$ cat src/rtl/dmem_ctrl_pkg.sv
// Shared types and constants for the dmem_ctrl data-memory front-end.
package dmem_ctrl_pkg;

  localparam logic [1:0] SZ_BYTE = 2'b00;
  localparam logic [1:0] SZ_HALF = 2'b01;
  localparam logic [1:0] SZ_WORD = 2'b10;

  typedef enum logic [1:0] {
    StIdle,
    StIssue,
    StWait,
    StDone
  } ctrl_state_t;

  typedef struct packed {
    logic [31:0] addr;
    logic        wren;
    logic [1:0]  size;
    logic        uns;
    logic [31:0] wdata;
  } mem_req_t;

  // Size/alignment legality only; the range check depends on ADDR_W and lives in the top.
  function automatic logic bad_shape(input logic [1:0] size, input logic [1:0] lo);
    case (size)
      SZ_BYTE: bad_shape = 1'b0;
      SZ_HALF: bad_shape = lo[0];
      SZ_WORD: bad_shape = (lo != 2'b00);
      default: bad_shape = 1'b1;
    endcase
  endfunction

endpackage

$ cat src/rtl/dmem_lane_align.sv
// Byte/half lane handling: load extraction with extension, and store merge for RMW.
module dmem_lane_align
  import dmem_ctrl_pkg::*;
(
  input  logic [31:0] mem_word,
  input  logic [1:0]  lane,
  input  logic [1:0]  size,
  input  logic        uns,
  input  logic [31:0] wdata,
  output logic [31:0] load_data,
  output logic [31:0] store_word
);

  logic [31:0] shifted;
  logic [7:0]  byte_sel;
  logic [15:0] half_sel;

  always_comb begin
    shifted  = mem_word >> {lane, 3'b000};
    byte_sel = shifted[7:0];
    half_sel = lane[1] ? mem_word[31:16] : mem_word[15:0];

    case (size)
      SZ_BYTE: load_data = {{24{~uns & byte_sel[7]}}, byte_sel};
      SZ_HALF: load_data = {{16{~uns & half_sel[15]}}, half_sel};
      default: load_data = mem_word;
    endcase

    store_word = mem_word;
    case (size)
      SZ_BYTE: store_word[{lane, 3'b000} +: 8] = wdata[7:0];
      SZ_HALF: begin
        if (lane[1]) store_word[31:16] = wdata[15:0];
        else         store_word[15:0]  = wdata[15:0];
      end
      default: store_word = wdata;
    endcase
  end

endmodule

$ cat src/rtl/dmem_ctrl.sv
// Two-port round-robin front-end for a single-port word memory, with sub-word RMW.
module dmem_ctrl
  import dmem_ctrl_pkg::*;
#(
  parameter int unsigned ADDR_W = 15
) (
  input  logic        i_clk,
  input  logic        i_reset,
  input  logic        i_p0_req,
  input  logic [31:0] i_p0_addr,
  input  logic        i_p0_wren,
  input  logic [1:0]  i_p0_size,
  input  logic        i_p0_unsigned,
  input  logic [31:0] i_p0_wdata,
  output logic        o_p0_gnt,
  output logic        o_p0_rvalid,
  output logic [31:0] o_p0_rdata,
  output logic        o_p0_err,
  input  logic        i_p1_req,
  input  logic [31:0] i_p1_addr,
  input  logic        i_p1_wren,
  input  logic [1:0]  i_p1_size,
  input  logic        i_p1_unsigned,
  input  logic [31:0] i_p1_wdata,
  output logic        o_p1_gnt,
  output logic        o_p1_rvalid,
  output logic [31:0] o_p1_rdata,
  output logic        o_p1_err,
  output logic [31:0] o_mem_addr,
  output logic [31:0] o_mem_wdata,
  output logic        o_mem_wren,
  input  logic [31:0] i_mem_rdata
);

  ctrl_state_t state_q, state_d;
  mem_req_t    req_q, req_mux;
  logic        port_q, last_q;
  logic [31:0] rdata_q;
  logic        err_q;
  logic [1:0]  gnt;
  logic        acc_err, word_store, mem_we;
  logic [31:0] load_data, store_word;

  // Ties go to the port not granted last; last_q resets to 1 so port 0 wins first.
  always_comb begin
    gnt = 2'b00;
    if (state_q == StIdle && !i_reset) begin
      if (i_p0_req && (!i_p1_req || last_q)) gnt[0] = 1'b1;
      else if (i_p1_req)                     gnt[1] = 1'b1;
    end
    req_mux = gnt[1]
      ? '{addr: i_p1_addr, wren: i_p1_wren, size: i_p1_size, uns: i_p1_unsigned, wdata: i_p1_wdata}
      : '{addr: i_p0_addr, wren: i_p0_wren, size: i_p0_size, uns: i_p0_unsigned, wdata: i_p0_wdata};
  end

  assign acc_err    = bad_shape(req_q.size, req_q.addr[1:0]) || ((req_q.addr >> ADDR_W) != 32'd0);
  assign word_store = req_q.wren && (req_q.size == SZ_WORD);

  dmem_lane_align u_lane_align (
    .mem_word   (i_mem_rdata),
    .lane       (req_q.addr[1:0]),
    .size       (req_q.size),
    .uns        (req_q.uns),
    .wdata      (req_q.wdata),
    .load_data  (load_data),
    .store_word (store_word)
  );

  always_ff @(posedge i_clk) begin
    if (i_reset) state_q <= StIdle;
    else         state_q <= state_d;
  end

  always_comb begin
    state_d = state_q;
    case (state_q)
      StIdle:  if (|gnt) state_d = StIssue;
      StIssue: state_d = (acc_err || word_store) ? StDone : StWait;
      StWait:  state_d = StDone;
      default: state_d = StIdle;
    endcase
  end

  always_comb begin
    mem_we      = 1'b0;
    o_mem_addr  = 32'd0;
    o_mem_wdata = 32'd0;
    case (state_q)
      StIssue: if (!acc_err) begin
        o_mem_addr = {req_q.addr[31:2], 2'b00};
        if (word_store) begin
          mem_we      = 1'b1;
          o_mem_wdata = req_q.wdata;
        end
      end
      StWait: begin
        o_mem_addr = {req_q.addr[31:2], 2'b00};
        if (req_q.wren) begin
          mem_we      = 1'b1;
          o_mem_wdata = store_word;
        end
      end
      default: ;
    endcase
    // Reset kills any in-flight write, including the second half of an RMW.
    o_mem_wren = mem_we && !i_reset;

    o_p0_gnt    = gnt[0];
    o_p1_gnt    = gnt[1];
    o_p0_rvalid = (state_q == StDone) && !port_q;
    o_p1_rvalid = (state_q == StDone) && port_q;
    o_p0_rdata  = o_p0_rvalid ? rdata_q : 32'd0;
    o_p1_rdata  = o_p1_rvalid ? rdata_q : 32'd0;
    o_p0_err    = o_p0_rvalid && err_q;
    o_p1_err    = o_p1_rvalid && err_q;
  end

  always_ff @(posedge i_clk) begin
    if (i_reset) begin
      req_q   <= '0;
      port_q  <= 1'b0;
      last_q  <= 1'b1;
      rdata_q <= 32'd0;
      err_q   <= 1'b0;
    end else begin
      case (state_q)
        StIdle: if (|gnt) begin
          req_q  <= req_mux;
          port_q <= gnt[1];
          last_q <= gnt[1];
        end
        StIssue: begin
          err_q   <= acc_err;
          rdata_q <= 32'd0;
        end
        StWait: if (!req_q.wren) rdata_q <= load_data;
        default: ;
      endcase
    end
  end

endmodule

$ cat config.mk
export PLATFORM = sky130hd
export DESIGN_NAME = dmem_ctrl
export DESIGN_NICKNAME = d
export VERILOG_FILES = /design/src/rtl/dmem_ctrl_pkg.sv /design/src/rtl/dmem_lane_align.sv /design/src/rtl/dmem_ctrl.sv
export SDC_FILE = /design/constraint.sdc
export NUM_CORES = 1
export LEC_CHECK = 0
export ABC_AREA = 1
export CAP_MARGIN = 20
export CORE_MARGIN = 2
export CORE_UTILIZATION = 44
export CTS_BUF_LIST = sky130_fd_sc_hd__clkbuf_8 sky130_fd_sc_hd__clkbuf_16
export DETAILED_ROUTE_END_ITERATION = 12
export PLACE_DENSITY = 0.83
export SLEW_MARGIN = 20
export SYNTH_ARGS = -nofsm -noshare
export SYNTH_HDL_FRONTEND = slang
export SYNTH_SLANG_ARGS = --single-unit
$ cat constraint.sdc
create_clock -name i_clk -period 2.7 [get_ports i_clk]
set_input_delay 0.405 -clock i_clk [delete_from_list [all_inputs] [get_ports i_clk]]
set_output_delay 0.405 -clock i_clk [all_outputs]
set_load 0.02 [all_outputs]
* Yosys cells after proc, flatten, opt, wreduce, memory -nomap -nowiden
Index checks and enable logic that the tools add are counted.
** Cells by class
- $add $sub $neg :: 1
- Eq/ne operators :: 7
- Shift operators :: 3
- Muxes and demuxes :: 29
- Bitwise gates (word level) :: 3
- Reductions and logical operators :: 22
** Operators with widths (count)
- case mux 32 bit (2 select lines) :: 5
- 2-to-1 mux 32 bit :: 7
- 2-to-1 mux 68 bit :: 1
- 2-to-1 mux 16 bit :: 3
- bitwise mux 32 bit :: 1
- nonzero test 32 bit :: 1
- variable shift 8 x 7 -> 32 bit, first input constant :: 1
- variable part select 8 x 7 -> 32 bit :: 1
- right shift 32 x 5 -> 8 bit :: 1
- logical AND 1 bit :: 8
- 2-to-1 mux 1 bit :: 7
- negation 5 -> 7 bit :: 1
- equality test 2 bit, second input constant :: 3
- case mux 2 bit (3 select lines) :: 1
- equality test 2 x 1 -> 1 bit, second input constant :: 2
- zero test 2 bit :: 2
- 2-to-1 mux 2 bit :: 2
- AND reduction 2 bit :: 2
- nonzero test 2 bit :: 2
- zero test 1 bit :: 3
- logical OR 1 bit :: 3
- case mux 1 bit (3 select lines) :: 1
- bitwise AND 1 bit :: 2
- != test 2 x 1 -> 1 bit, second input constant :: 1
- other kinds (4) :: 4
** Storage, ports and cells
- Register bits :: 105
- Input bits :: 172

* Depth between registers and ports, before layout
Gate-level depths: netlist of run 1.
- Word-level depth :: 8
- Gate-level depth with buffers :: 15
- Depth with buffers taken out :: 12

* Modules after synthesis
A second synthesis of run 1 with hierarchy kept.
** Unflattened totals
- Cells, all modules :: 1291
- Area total of the unflattened synthesis :: 7369.6 um^2
** Modules (own cells, without submodules)
- dmem_ctrl :: times used 1, cells each 864, area an instance 5426.5 um^2, sequential area each 2102.0 um^2
- dmem_lane_align :: times used 1, cells each 427, area an instance 1943.1 um^2, sequential area each 0.0 um^2

* Worst setup path after synthesis of run 1
Ideal clock, no wire load.
- Path kind :: reg2out
- Start point :: reg req_q[37] in the netlist's numbering
- End point :: out o_mem_wdata[17]
- Data arrival time :: 2.276 ns
- Required time :: 2.295 ns
- Setup slack :: 0.019 ns
- Stages on the path, launching flop included :: 15
- Buffers on the path :: 4
- Cells stage by stage :: dfxtp_1 buf_4 inv_2 buf_2 buf_2 ha_1 nand2_1 nand2_1 inv_1 nor2_2 nand2_1 nor2_4 buf_4 nand3_1 a21oi_1
** On the way
- Longest elaborated chain between the ends :: 6
** RTL lines
- start, declared :: line dmem_ctrl.sv:36 : mem_req_t req_q, req_mux;
- start signal, assigned :: line dmem_ctrl.sv:128 : req_q <= req_mux;
- negation 5 -> 7 bit :: line dmem_lane_align.sv:31 : SZ_BYTE: store_word[{lane, 3'b000} +: 8] = wdata[7:0];
- variable part select 8 x 7 -> 32 bit / variable shift 8 x 7 -> 32 bit (equally long branches) :: line dmem_lane_align.sv:31
- bitwise mux 32 bit :: line dmem_lane_align.sv:31
- case mux 32 bit (2 select lines) :: line dmem_lane_align.sv:30 : case (size)
- 2-to-1 mux 32 bit :: line dmem_ctrl.sv:98 : if (req_q.wren) begin
- case mux 32 bit (2 select lines) (*) :: line dmem_ctrl.sv:88 : case (state_q)
- end, declared :: line dmem_ctrl.sv:30 : output logic [31:0] o_mem_wdata,
Every way passes the cells marked *; elsewhere a longest branch is shown, timed or not.

* Final worst setup path of run 1
- Start point :: reg req_q[37] in the netlist's numbering
- End point :: out o_mem_wdata[29]
The elaborated chain is that of the path after synthesis.

==> results of run 1 <==
-- state kept, by name, summed over array words and instances, names as in the netlist --
register / count
err_q: 1
req_q: 68
state_q: 2
rdata_q: 32
port_q: 1
last_q: 1
-- logic make-up after synthesis --
group / share of synthesized area, %
AOI/OAI and AO/OA: 26.4
adders and majority gates: 1.71
buffers and inverters: 13.0
DFF: 28.8
other: 0.0513
and+or+nand+nor: 30.0
-- stage by stage --
step	hold slack, ns	total power, W	area, sq um	utilization, %
detailed placement	0.459	0.00515	10600	64.8
CTS	0.371	0.00645	10900	66.7
global route	0.417	0.00694	10800	66.0
finish	0.374	0.00652	10800	66.0
floorplan	0.445	0.00404	7310	-
global placement	0.453	0.00511	10600	64.8
-- worst max-delay path, stage by stage, from the launching register on --
cell and delay [ns]:
dfxtp_1 0.36, inv_2 0.10, clkbuf_8 0.26, nor2_2 0.39
inv_1 0.10, o211ai_1 0.27, a21oi_1 0.10, clkdlybuf4s18_2 0.29
-- cell type report --
class / instances / area, sq um / area share, %
inverter: 129 / 485 / 4.48
sequential: 105 / 2100 / 19.4
clock inverter: 6 / 50.0 / 0.462
clock buffer: 10 / 239 / 2.21
multi-input combinational: 884 / 4350 / 40.1
tap: 220 / 275 / 2.54
timing repair buffer: 358 / 3330 / 30.8
-- synthesized netlist by cell type, types with 10 or more instances --
| library cell | instances |
|---|---|
| a21oi_1 | 131 |
| a31oi_1 | 69 |
| buf_2 | 31 |
| clkbuf_1 | 46 |
| dfxtp_1 | 105 |
| ha_1 | 10 |
| inv_1 | 124 |
| nand2_1 | 327 |
| nand3_1 | 74 |
| nor2_1 | 126 |
| o2111ai_1 | 11 |
| o211ai_1 | 15 |
| o21ai_0 | 63 |
| o221ai_1 | 19 |
-- repair_timing --
action | 4_1_cts | 5_1_grt
hold endpoints to repair | 0 | 0
setup endpoints to repair | 58 | 53
setup buffers | 0 | 2
hold buffers | 0 | 0
pin swaps | 0 | 4
resized for setup | 136 | 95
-- routing by layer --
metal,part of all wire (%),global-route usage (%)
met5,0,0
met4,4.3,15.0
met3,10,7.36
met2,46,53.2
met1,40,40.7
-- worst max path at each step --
stage | end | cells after the start
after floorplan | o_mem_wdata[17] | 14
after global placement | o_mem_wdata[29] | 7
after detailed placement | o_mem_wdata[25] | 8
after CTS | o_mem_addr[25] | 13
after global routing | o_mem_wdata[26] | 13
final | o_mem_wdata[29] | 7
-- where the power goes --
group	internal, W	switching, W	total [W]
Clock	0.000663	0.000640	0.00130
Sequential	0.00185	0.000247	0.00210
Combinational	0.00115	0.00197	0.00312
Total	0.00367	0.00286	0.00652
==> impl_results.md, run 1 <==
- # H-tree levels: 3
- CTS Sinks: 105
- DP Cell Count: 1694
- Peak Freq: 378 MHz
- Hold EP: state_q[0]
- CP Max Fanout: 49
- Final nets: 1669
- Post-synth EDFFs: 0
- Setup TNS: 0 ns
- Remaining antenna violation count: 0
- Post-synthesis sequential area ratio: 28.8%
- Clk buf depth: 2
- Hpwl dp: 22.1 mm
- Core area: 16400 sq um
- # IOs: 307
- Wire length per cell: 17.2 microns
- Initial DRC count: 823
- Site Rows: 47
- Starting Density: 44.5%
- Reg-to-Reg Start: state_q[0]
- Pleak: 3.99 nW
- Most frequent cells in the layout: 327 x nand2_1, 241 x clkdlybuf4s50_1, 127 x a21oi_1, 126 x nor2_1, 121 x inv_1
- Setup crit end kind: output port
- I/O Buffers: 304
- Vias in the first global route: 8902
- Synthesized flop and latch total: 105
- Die width: 133 microns
- Final Skew: 0.0110 ns
- Vias per Instance: 5.56
- Cell Area, Synth: 7310 sq um
- Syn Inst Count: 1210
- DP Worst Slack: -0.0301 ns
- Fraction of registers with async set/reset: 0%
- Terminus of the critical flop-to-flop path: rdata_q[5]
- Actual transition at the worst max-transition pin: 0.747 ns
- GP Congestion: 1.00
- Internal reg-to-reg setup slack: 0.41 ns
- Routed WL: 29.4 mm
- CTS tree: done
- Peak VDD IR: 0.372 mV
- HP Start: i_reset
- Crit Path Class: flip-flop to output port
- CP Launch Point: req_q[37]
- # DRC: 0
- Drt pass-1 iters: 6
- Antenna violations before repair: 0
- Hold Crit Class: input pin to flip-flop
- First-pass GRT wire length: 46.2 mm
- CTS Root Cell: clkbuf_16
- Post-synth top area cell: dfxtp_1
- Number of fill cells: 1493
- GRT overflow: 0
- Hold path cells: 4
- Syn_area_per_cell: 6.04 sq um
- Critical path arrival: 2.24 ns
- Worst EP required: 2.30 ns
- Routed via count: 9511
- Final hold vios: 0
- Fin. max-slew vios: 0
- Worst relative slew slack: 50.2%
- Die Y: 133 microns
- Die area: 17700 sq um
- Pwr Density: 603 nW/um^2
- Top post-synthesis cells by area: dfxtp_1 29%, nand2_1 17%, a21oi_1 9.0%
- Inserted Clock Buffers: 9
- Clk Latency, worst-skew pair: 0.36 ns
- Final period utilization: 98.0%
- Worst R2R Path Depth: 9
- Clock transition at path regs: 0.08 ns
- Status: completed
- Yosys cell types: 38
- Gr usage total: 32.5%
- Area Overhead vs Synth: 48.2%
- Setup violators final: 0
- Min Clock Period, post-route: 2.65 ns
- # diodes: 0
- RSZ-0062 raised after global routing: true
- Share of cells above drive strength 1: 10.7%
- Setup WS post-layout: 0.0536 ns
- Commonest non-fill, non-tap cell in the layout: nand2_1
- Largest net degree at the start of global routing: 70
- Max Cap Viol: 0
- Layout Cells excl Fill: 1712
- Primary FF master, synth: dfxtp_1
- Ys Warns: 0
- Critical Path Start Type: flip-flop
- Share of the synthesized area in the top cell type: 28.8%
Note: power is estimated with default switching activity, not from simulation.
==> run 2: changes to the inputs <==
--- a/config.mk
+++ b/config.mk
@@ -12,2 +12,3 @@
 export CTS_BUF_LIST = sky130_fd_sc_hd__clkbuf_8 sky130_fd_sc_hd__clkbuf_16
+export CTS_CLUSTER_SIZE = 20
 export DETAILED_ROUTE_END_ITERATION = 12
@@ -18 +19,2 @@
 export SYNTH_SLANG_ARGS = --single-unit
+export TNS_END_PERCENT = 50
--- a/constraint.sdc
+++ b/constraint.sdc
@@ -3,2 +3,2 @@
 set_output_delay 0.405 -clock i_clk [all_outputs]
-set_load 0.02 [all_outputs]
+set_load 0.1 [all_outputs]
==> run 2 against run 1 <==
  * The flow now finishes with violations (setup timing)
  * Sequential share of layout area is 3.4 points lower
  * Total power is 18% higher
  * Sequential power about the same
  * Cell area increased by 22%
  * Combinational power up 34%
  * Final cell count increased by 0.23%
  * Die area stayed put
  * Largest cell class is now non-clock buffers
==> impl_results.md, run 2 (same netlist as run 1, synthesis figures left out) <==
- Hold Crit Class: input pin to flip-flop (unchanged)
- Starting Density: 44.5% (unchanged)
- Fin. max-slew vios: 0 (unchanged)
- Core area: 16400 sq um (unchanged)
- RSZ-0062 raised after global routing: true (unchanged)
- Status: finished with violations (was completed)
- Largest net degree at the start of global routing: 103 (was 70)
- # IOs: 307 (unchanged)
- CTS Root Cell: clkbuf_16 (unchanged)
- # diodes: 0 (unchanged)
- Peak VDD IR: 0.508 mV (was 0.372 mV)
- Post-route cell area: 13200 sq um (was 10800 sq um)
- Wire length per cell: 19.5 microns (was 17.2 microns)
- CTS Sinks: 105 (unchanged)
- Failing checks: setup timing
- DP Cell Count: 1679 (was 1694)
- Pleak: 4.59 nW (was 3.99 nW)
- Setup violators final: 18 (was 0)
- Routed via count: 9995 (was 9511)
- Critical Path Start Type: flip-flop (unchanged)
- Final core occ: 80.5% (was 66.0%)
- Vias in the first global route: 9194 (was 8902)
- Met3 WL post-DR: 3.59 mm (was 2.93 mm)
- Hpwl dp: 24.6 mm (was 22.1 mm)
- Actual transition at the worst max-transition pin: 1.09 ns (was 0.747 ns)
- WL met1: 12.6 mm (was 11.6 mm)
- Final hold vios: 0 (unchanged)
- Worst EP required: 2.30 ns (about the same)
- Drt pass-1 iters: 6 (unchanged)
- Largest regs: req_q x68, rdata_q x32, state_q x2 (unchanged)
- Setup WS post-layout: -0.0368 ns (was 0.0536 ns)
- Clock transition at path regs: 0.08 ns (about the same)
- Min Clock Period, post-route: 2.74 ns (was 2.65 ns)
- First-pass GRT wire length: 50.2 mm (was 46.2 mm)
- Site Rows: 47 (unchanged)
- Final Skew: 0.0105 ns (was 0.0110 ns)
- Max reg flops: 68 (unchanged)
- Setup crit end kind: output port (unchanged)
- Share of cells above drive strength 1: 21.9% (was 10.7%)
- Critical path arrival: 2.33 ns (was 2.24 ns)
- Commonest non-fill, non-tap cell in the layout: nand2_1 (unchanged)
- Clk Latency, worst-skew pair: 0.37 ns (was 0.36 ns)
- Worst relative slew slack: 27.5% (was 50.2%)
- Initial DRC count: 1244 (was 823)
- Most frequent cells in the layout: 326 x nand2_1, 170 x clkdlybuf4s50_1, 143 x buf_12, 113 x inv_1 (was 327 x nand2_1, 241 x clkdlybuf4s50_1, 127 x a21oi_1, 126 x nor2_1, 121 x inv_1)
- Layout Cells excl Fill: 1716 (was 1712)
- Met2 WL: 15.9 mm (was 13.6 mm)
- Final nets: 1673 (was 1669)
- Final period utilization: 101% (was 98.0%)
- Die area: 17700 sq um (unchanged)
- CTS tree: done (unchanged)
- Pwr Density: 585 nW/um^2 (was 603 nW/um^2)
- I/O Buffers: 304 (unchanged)
- Clk buf depth: 2 (unchanged)
- # DRC: 0 (unchanged)
- Crit Path Class: flip-flop to output port (unchanged)
- CP Max Fanout: 6 (was 49)
- Vias per Instance: 5.82 (was 5.56)
- CTS Hold Bufs: 0 (unchanged)
- Routed WL: 33.5 mm (was 29.4 mm)
- Peak Freq: 365 MHz (was 378 MHz)
- GP Congestion: 1.05 (was 1.00)
- Remaining antenna violation count: 0 (unchanged)
- Antenna violations before repair: 0 (unchanged)
- DP Worst Slack: 0.282 ns (was -0.0301 ns)
- GRT overflow: 0 (unchanged)
- # H-tree levels: 3 (unchanged)
- Gr usage total: 35.7% (was 32.5%)
- Die Y: 133 microns (unchanged)
- Top reg by flops: req_q (unchanged)
- Area Overhead vs Synth: 80.7% (was 48.2%)
- Inserted Clock Buffers: 9 (unchanged)
- Top Layer Used: met4 (unchanged)
- Max Cap Viol: 0 (unchanged)
- DP Area: 12400 sq um (was 10600 sq um)
- Die width: 133 microns (unchanged)
-- run 2: metrics by stage --
stage / setup TNS (ns) / power (W) / hold slack (ns)
floorplan: -3.66 / 0.00465 / 0.445
global placement: 0 / 0.00579 / 0.453
detailed placement: 0 / 0.00589 / 0.457
CTS: 0 / 0.00731 / 0.355
global route: -2.88 / 0.00806 / 0.380
finish: -0.486 / 0.00772 / 0.348
-- run 2: layer usage --
layer | global-route usage [%] | vias up
met1 | 44.9 | 4635
met3 | 7.20 | 111
met4 | 14.8 | 0
met2 | 59.8 | 671
li1 | - | 4578
met5 | 0 | -
-- run 2: layout make-up --
type | count | area [sq um]
clock buffer | 9 | 225
clock inverter | 7 | 87.6
fill | 1087 | 3200
inverter | 129 | 494
multi-input combinational | 884 | 4960
sequential | 105 | 2110
tap | 220 | 275
timing repair buffer | 362 | 5050
-- run 2: power breakdown --
group          switching [W]  internal, W
combinational        0.00273      0.00144
clock               0.000675     0.000738
sequential          0.000274      0.00186
-- run 2: worst paths after layout --
check	depth (start not counted)	startpoint	to	slack [ns]
hold reg to reg	2	rdata_q[7]	rdata_q[7]	0.47
setup / recovery	14	req_q[36]	o_mem_addr[5]	-0.04
hold / removal	4	i_reset	state_q[1]	0.35
setup reg to reg	9	state_q[0]	rdata_q[4]	0.30
-- run 2: repair_timing --
item	in CTS	in global routing
resized for setup	13	50
cloned	0	6
pin swaps	3	23
endpoints found under the setup margin	31	55
setup buffers	2	14
-- run 2: critical path: stages, from the launching register on --
cell and delay, ns:
dfxtp_4 0.39, inv_4 0.05, ha_4 0.16, nand2_1 0.06, nand2_1 0.06, inv_1 0.06
nor2_2 0.04, nand2_2 0.09, nor2_4 0.06, buf_12 0.13, buf_6 0.11, o21ai_4 0.30
clkbuf_16 0.25, nor2_4 0.05, buf_12 0.16
==> run 3: changes to the inputs <==
- CAP_MARGIN: 20 -> 40
==> run 3 against run 2 <==
  * Combinational power decreased by 1%
  * Sequential cell count unchanged
  * Critical endpoint is now o_mem_addr[28]
  * Largest cell class unchanged
  * The run still ends with setup timing left
  * Wire length decreased by 2.0%
  * Fmax decreased by 2.1%
  * Sequential share of layout area increased by 0.13 points
  * Largest power group unchanged
  * Register-to-register slack improved by 0.02 ns
==> impl_results.md, run 3 (same netlist as run 1, synthesis figures left out) <==
- Status: finished with violations (unchanged)
- Failing checks: setup timing (unchanged)
- Buf/Inv on CP: 7 (was 6)
- GRT overflow: 0 (unchanged)
- Actual transition at the worst max-transition pin: 0.818 ns (was 1.09 ns)
- RSZ-0062 raised after global routing: true (unchanged)
- Worst EP required: 2.30 ns (about the same)
- CTS Sinks: 105 (unchanged)
- # H-tree levels: 3 (unchanged)
- Pleak: 4.54 nW (was 4.59 nW)
- DP Area: 12400 sq um (about the same)
- Starting Density: 44.5% (unchanged)
- Terminus of the critical flop-to-flop path: rdata_q[4] (unchanged)
- Top reg by flops: req_q (unchanged)
- Clk buf depth: 2 (unchanged)
- Site Rows: 47 (unchanged)
- Initial DRC count: 1128 (was 1244)
- DP Worst Slack: 0.270 ns (was 0.282 ns)
- Most frequent cells in the layout: 326 x nand2_1, 170 x clkdlybuf4s50_1, 142 x buf_12, 113 x inv_1 (was 326 x nand2_1, 170 x clkdlybuf4s50_1, 143 x buf_12, 113 x inv_1)
- Largest net degree at the start of global routing: 72 (was 103)
- Final hold vios: 0 (unchanged)
- Antenna violations before repair: 0 (unchanged)
- Die Y: 133 microns (unchanged)
- # DRC: 0 (unchanged)
- Setup crit end kind: output port (unchanged)
- # diodes: 0 (unchanged)
- CTS tree: done (unchanged)
- # IOs: 307 (unchanged)
- Wire length per cell: 19.2 microns (was 19.5 microns)
- CTS Root Cell: clkbuf_16 (unchanged)
- Inserted Clock Buffers: 9 (unchanged)
- CP Max Fanout: 28 (was 6)
- Pwr Density: 581 nW/um^2 (was 585 nW/um^2)
- Reg-to-Reg Start: state_q[1] (was state_q[0])
- Largest regs: req_q x68, rdata_q x32, state_q x2 (unchanged)
- Die width: 133 microns (unchanged)
- Hold EP: state_q[0] (was state_q[1])
- CTS Hold Bufs: 0 (unchanged)
- Peak VDD IR: 0.532 mV (was 0.508 mV)
- Setup WS post-layout: -0.0966 ns (was -0.0368 ns)
- HP Start: i_reset (unchanged)
- Gr usage total: 35.3% (was 35.7%)
- Hpwl dp: 24.7 mm (was 24.6 mm)
- Core area: 16400 sq um (unchanged)
- Min Clock Period, post-route: 2.80 ns (was 2.74 ns)
- Worst R2R Path Depth: 8 (was 9)
- Max Cap Viol: 0 (unchanged)
- Final period utilization: 104% (was 101%)
- Clk Latency, worst-skew pair: 0.36 ns (was 0.37 ns)
- GP Congestion: 1.05 (unchanged)
- Area Overhead vs Synth: 78.7% (was 80.7%)
- Final nets: 1667 (was 1673)
- Crit path max-delay family: buffers and inverters (unchanged)
- Vias in the first global route: 9217 (was 9194)
- Peak Freq: 358 MHz (was 365 MHz)
- Commonest non-fill, non-tap cell in the layout: nand2_1 (unchanged)
- Drt pass-1 iters: 6 (unchanged)
- Remaining antenna violation count: 0 (unchanged)
- I/O Buffers: 304 (unchanged)
- Final hold slack: 0.357 ns (was 0.348 ns)
- Worst path max stage delay: 0.35 ns (was 0.39 ns)
- Share of cells above drive strength 1: 21.0% (was 21.9%)
- Routed via count: 9884 (was 9995)
- Clock transition at path regs: 0.08 ns (about the same)
- Fin. max-slew vios: 0 (unchanged)
- Number of fill cells: 1102 (was 1087)
- Critical Path Start Type: flip-flop (unchanged)
- CP Cell Sequence: buf_12 > nand2_1 > nand2_1 > nand2_1 > inv_1 > nor2_2 > nand2_2 > nor2_4 > buf_4 > buf_6 > o21ai_4 > buf_12 > clkbuf_16 > nor2_4 > buf_12 (was inv_4 > ha_4 > nand2_1 > nand2_1 > inv_1 > nor2_2 > nand2_2 > nor2_4 > buf_12 > buf_6 > o21ai_4 > clkbuf_16 > nor2_4 > buf_12)
- Critical path arrival: 2.39 ns (was 2.33 ns)
- Max reg flops: 68 (unchanged)
- Final Skew: 0.0107 ns (was 0.0105 ns)
- Post-route cell area: 13100 sq um (was 13200 sq um)
- Vias per Instance: 5.78 (was 5.82)
- Die area: 17700 sq um (unchanged)
- Routed WL: 32.8 mm (was 33.5 mm)
- Setup violators final: 36 (was 18)
- Slowest-stage cell, CP: dfxtp_2 (was dfxtp_4)
- Crit Path Class: flip-flop to output port (unchanged)
- Internal reg-to-reg setup slack: 0.32 ns (was 0.30 ns)
- First-pass GRT wire length: 49.7 mm (was 50.2 mm)
- Hold path cells: 4 (unchanged)
- Worst relative slew slack: 45.2% (was 27.5%)
- Hold Crit Class: input pin to flip-flop (unchanged)
-- run 3: cell count changes in the layout (fill, tap and decap cells not counted), moves of 2 or more --
cell / previous run / this run
nand3_1: 57 / 61
dfxtp_4: 2 / 0
buf_4: 37 / 33
o2111ai_2: 5 / 2
nand3_2: 18 / 13
o2111ai_1: 6 / 9
-- run 3: what timing repair did --
action                                 CTS  global route
cloned                                   0             5
pin swaps                                3            14
buffers inserted                         0             9
resized for setup                       12            38
endpoints found under the hold margin    0             0
setup endpoints to repair               29            35
-- run 3: worst min-delay path, cell delays in order --
cell and delay (ns):
buf_4 0.09, inv_1 0.07, o21ai_0 0.07, a21oi_1 0.04
-- run 3: power breakdown --
group | internal (W) | leakage [nW] | switching (W) | total (W)
Clock | 0.000666 | 0.143 | 0.000661 | 0.00133
Combinational | 0.00142 | 3.54 | 0.00271 | 0.00413
Sequential | 0.00186 | 0.858 | 0.000266 | 0.00212
Total | 0.00394 | 4.54 | 0.00364 | 0.00758
-- run 3: cell type report --
cell class              instances  area, sq um  area share [%]
clock buffers                  10          239            1.83
flip-flops and latches        105         2110            16.1
inverters                     129          494            3.79
well taps                     220          275            2.11
repair buffers                356         4970            38.1
clock inverters                 6         48.8           0.374
multi-input cells             884         4920            37.7
-- run 3: metal layers --
layer	global-route usage, %	vias to the layer above	wire (microns)
li1	-	4563	-
met1	44.2	4587	12500
met2	59.2	629	15600
met3	7.43	105	3420
met4	13.9	0	1330
met5	0	-	0
-- run 3: how the worst max path moves through the flow --
| stage | startpoint | endpoint | slack (ns) | cells past startpoint |
|---|---|---|---|---|
| final | req_q[36] | o_mem_addr[28] | -0.1 | 15 |
| after global routing | req_q[65] | o_mem_addr[27] | -0.15 | 14 |
| after CTS | req_q[37] | o_mem_wdata[14] | -0.03 | 8 |
| after detailed placement | req_q[36] | o_mem_wdata[23] | 0.27 | 8 |
| after global placement | req_q[36] | o_mem_wdata[25] | 0.35 | 7 |
| after floorplan | state_q[0] | o_mem_addr[15] | -0.45 | 5 |
-- run 3: per-stage QoR --
step | setup TNS, ns | power (W) | std cells | util, %
2_1_floorplan | -3.66 | 0.00465 | 1211 | -
3_3_place_gp | 0 | 0.00579 | 1679 | 75.6
3_5_place_dp | 0 | 0.00589 | 1680 | 75.8
4_1_cts | -0.0591 | 0.00721 | 1696 | 77.7
5_1_grt | -4.84 | 0.00793 | 1710 | 79.6
6_report | -2.02 | 0.00758 | 1710 | 79.6
==> patch: new RTL, settings of run 3 <==
Re-encode `ctrl_state_t` (4 states) as Gray code, 2 bits wide.
--- a/src/rtl/dmem_ctrl_pkg.sv
+++ b/src/rtl/dmem_ctrl_pkg.sv
@@ -8,6 +8,6 @@
   typedef enum logic [1:0] {
-    StIdle,
-    StIssue,
-    StWait,
-    StDone
+    StIdle  = 2'b00,
+    StIssue = 2'b01,
+    StWait  = 2'b11,
+    StDone  = 2'b10
   } ctrl_state_t;
Function: no difference found for any inputs over 4 cycles, from zero or initial values and one cycle with i_reset high; so few cycles prove little.
==> patch against run 3 <==
- area after synthesis grew 2.7%
- final area increased by 3.7%
- sequential power down 14%
- power decreased by 31%
- global-route usage is 0.93 points lower
- sequential cell count did not move
- highest routed layer unchanged
- routed wire length decreased by 1.3%
- worst setup slack gained 0.14 ns
- largest power group unchanged
- critical endpoint is now o_mem_wdata[24]
==> patch: results <==
export IMPL_status="complete, no violations"
export IMPL_num_vias=10045
export IMPL_synth_xor_area_share_pct=0
export IMPL_synth_cell_types=29
export IMPL_reg_largest_list="req_q: 68 flops, rdata_q: 32 flops, state_q: 2 flops"
export IMPL_insertion_delay_ns=0.36
export IMPL_dr_pass1_iters=8
export IMPL_ys_seq_area_share_pct=28.02
export IMPL_hold_ws_ns=0.4658
export IMPL_final_nets=1792
export IMPL_clock_path_buffers=2
export IMPL_r2r_cells=8
export IMPL_track_usage_pct=34.32
export IMPL_synth_top_cells_by_count="345 x nand2_1, 298 x nor2_1, 154 x o21ai_0"
export IMPL_grt_pass1_vias=9334
export IMPL_drive_gt1_share_pct=20.62
export IMPL_port_buffer_count=304
export IMPL_synth_mux_area_fraction_pct=0
export IMPL_synthTopCellsByArea="dfxtp_1 28%, nand2_1 17%, nor2_1 15%"
export IMPL_worstPathArrival_ns=2.25
export IMPL_clkTransAtPathRegs_ns=0.07
export IMPL_wirelength_microns=32370
export IMPL_reg2reg_to="rdata_q[22]"
export IMPL_yosys_area_share_adder_pct=0.8340
export IMPL_holdPathEnd="rdata_q[6]"
export IMPL_gp_congestion=1.001
export IMPL_ff2ff_setup_slack_ns=0.76
export IMPL_power_leakage_nw=5.212
export IMPL_vdd_ir_drop_max_mv=0.3148
export IMPL_grt_pass1_wl_microns=49100
export IMPL_slowest_delay_ns=0.32
export IMPL_cts_buffers=9
export IMPL_max_cap_viol_count=0
export IMPL_fin_skew_ns=0.01574
export IMPL_cts_root_buf="clkbuf_16"
export IMPL_first_iter_violations=896
export IMPL_synth_compound_area_share_pct=23.19
export IMPL_htree_levels=3
export IMPL_post_place_ws_ns=0.09731
export IMPL_worstPathMaxFanout=41
export IMPL_grt_max_degree=70
export IMPL_hold_class="reg -> reg"
export IMPL_num_fill_cells=1143
export IMPL_holdPathStages=2
export IMPL_antenna_found_initial=0
export IMPL_r2r_start="state_q[0]"
export IMPL_slowest_stage="dfxtp_1"
export IMPL_min_from="rdata_q[6]"
export IMPL_dp_final_hpwl_microns=24660
export IMPL_crit_start="req_q[37]"
[patch: worst max-delay path: cells and delay by family (launching register included)]
kind            cells  cell delay (ns)
compound gates      1             0.20
simple gates        3             0.47
buf+inv             4             0.63
fa+ha+maj           1             0.25
flops               1             0.32
[patch: repair_timing]
action / 4_1_cts / 5_1_grt
setup buffers: 3 / 3
gates cloned: 0 / 2
pin swaps: 2 / 4
endpoints found under the setup margin: 40 / 43
resized for setup: 11 / 22
[patch: area by class of cell]
type	count	area [sq um]	share of cell area, %
Sequential cell	105	2103	15.54
Multi-Input combinational cell	1023	5525	40.82
Tap cell	220	275.3	2.033
Clock inverter	6	57.56	0.4252
Clock buffer	10	239.0	1.765
Timing Repair Buffer	344	4838	35.74
Inverter	132	498.0	3.679
[patch: cell families after synthesis]
group,Yosys count
other,1
and+or+nand+nor,693
buffers and inverters,224
AOI/OAI and AO/OA,323
adders and majority gates,5
DFF,105
[patch: metrics by stage]
step                      std cells  utilization (%)  area, sq um
after global placement         1815            78.10        13000
after CTS                      1834            80.36        13370
after global routing           1840            81.34        13540
final                          1840            81.34        13540
after floorplan                1352                -         8532
after detailed placement       1815            78.10        13000
[patch: how the worst max path moves through the flow]
| stage | end | cells after the start | slack [ns] |
|---|---|---|---|
| finish | o_mem_wdata[24] | 9 | 0.04 |
| global route | o_mem_wdata[11] | 9 | -0.02 |
| CTS | o_mem_wdata[7] | 9 | 0.005 |
| detailed placement | o_mem_addr[2] | 11 | 0.1 |
| global placement | o_mem_addr[3] | 11 | 0.16 |
| floorplan | o_mem_addr[2] | 11 | -0.23 |
[patch: power breakdown]
group	switching [mW]	internal, mW
registers	0.121	1.70
logic	1.33	0.757
clock network	0.644	0.670
[patch: layer usage]
| metal | vias up | global-route usage (%) | routed length (microns) |
|---|---|---|---|
| met5 | - | 0 | 0 |
| met4 | 0 | 14.39 | 1559 |
| met3 | 111 | 6.907 | 2941 |
| met2 | 572 | 58.96 | 15540 |
| met1 | 4533 | 41.89 | 12320 |
| li1 | 4829 | - | - |
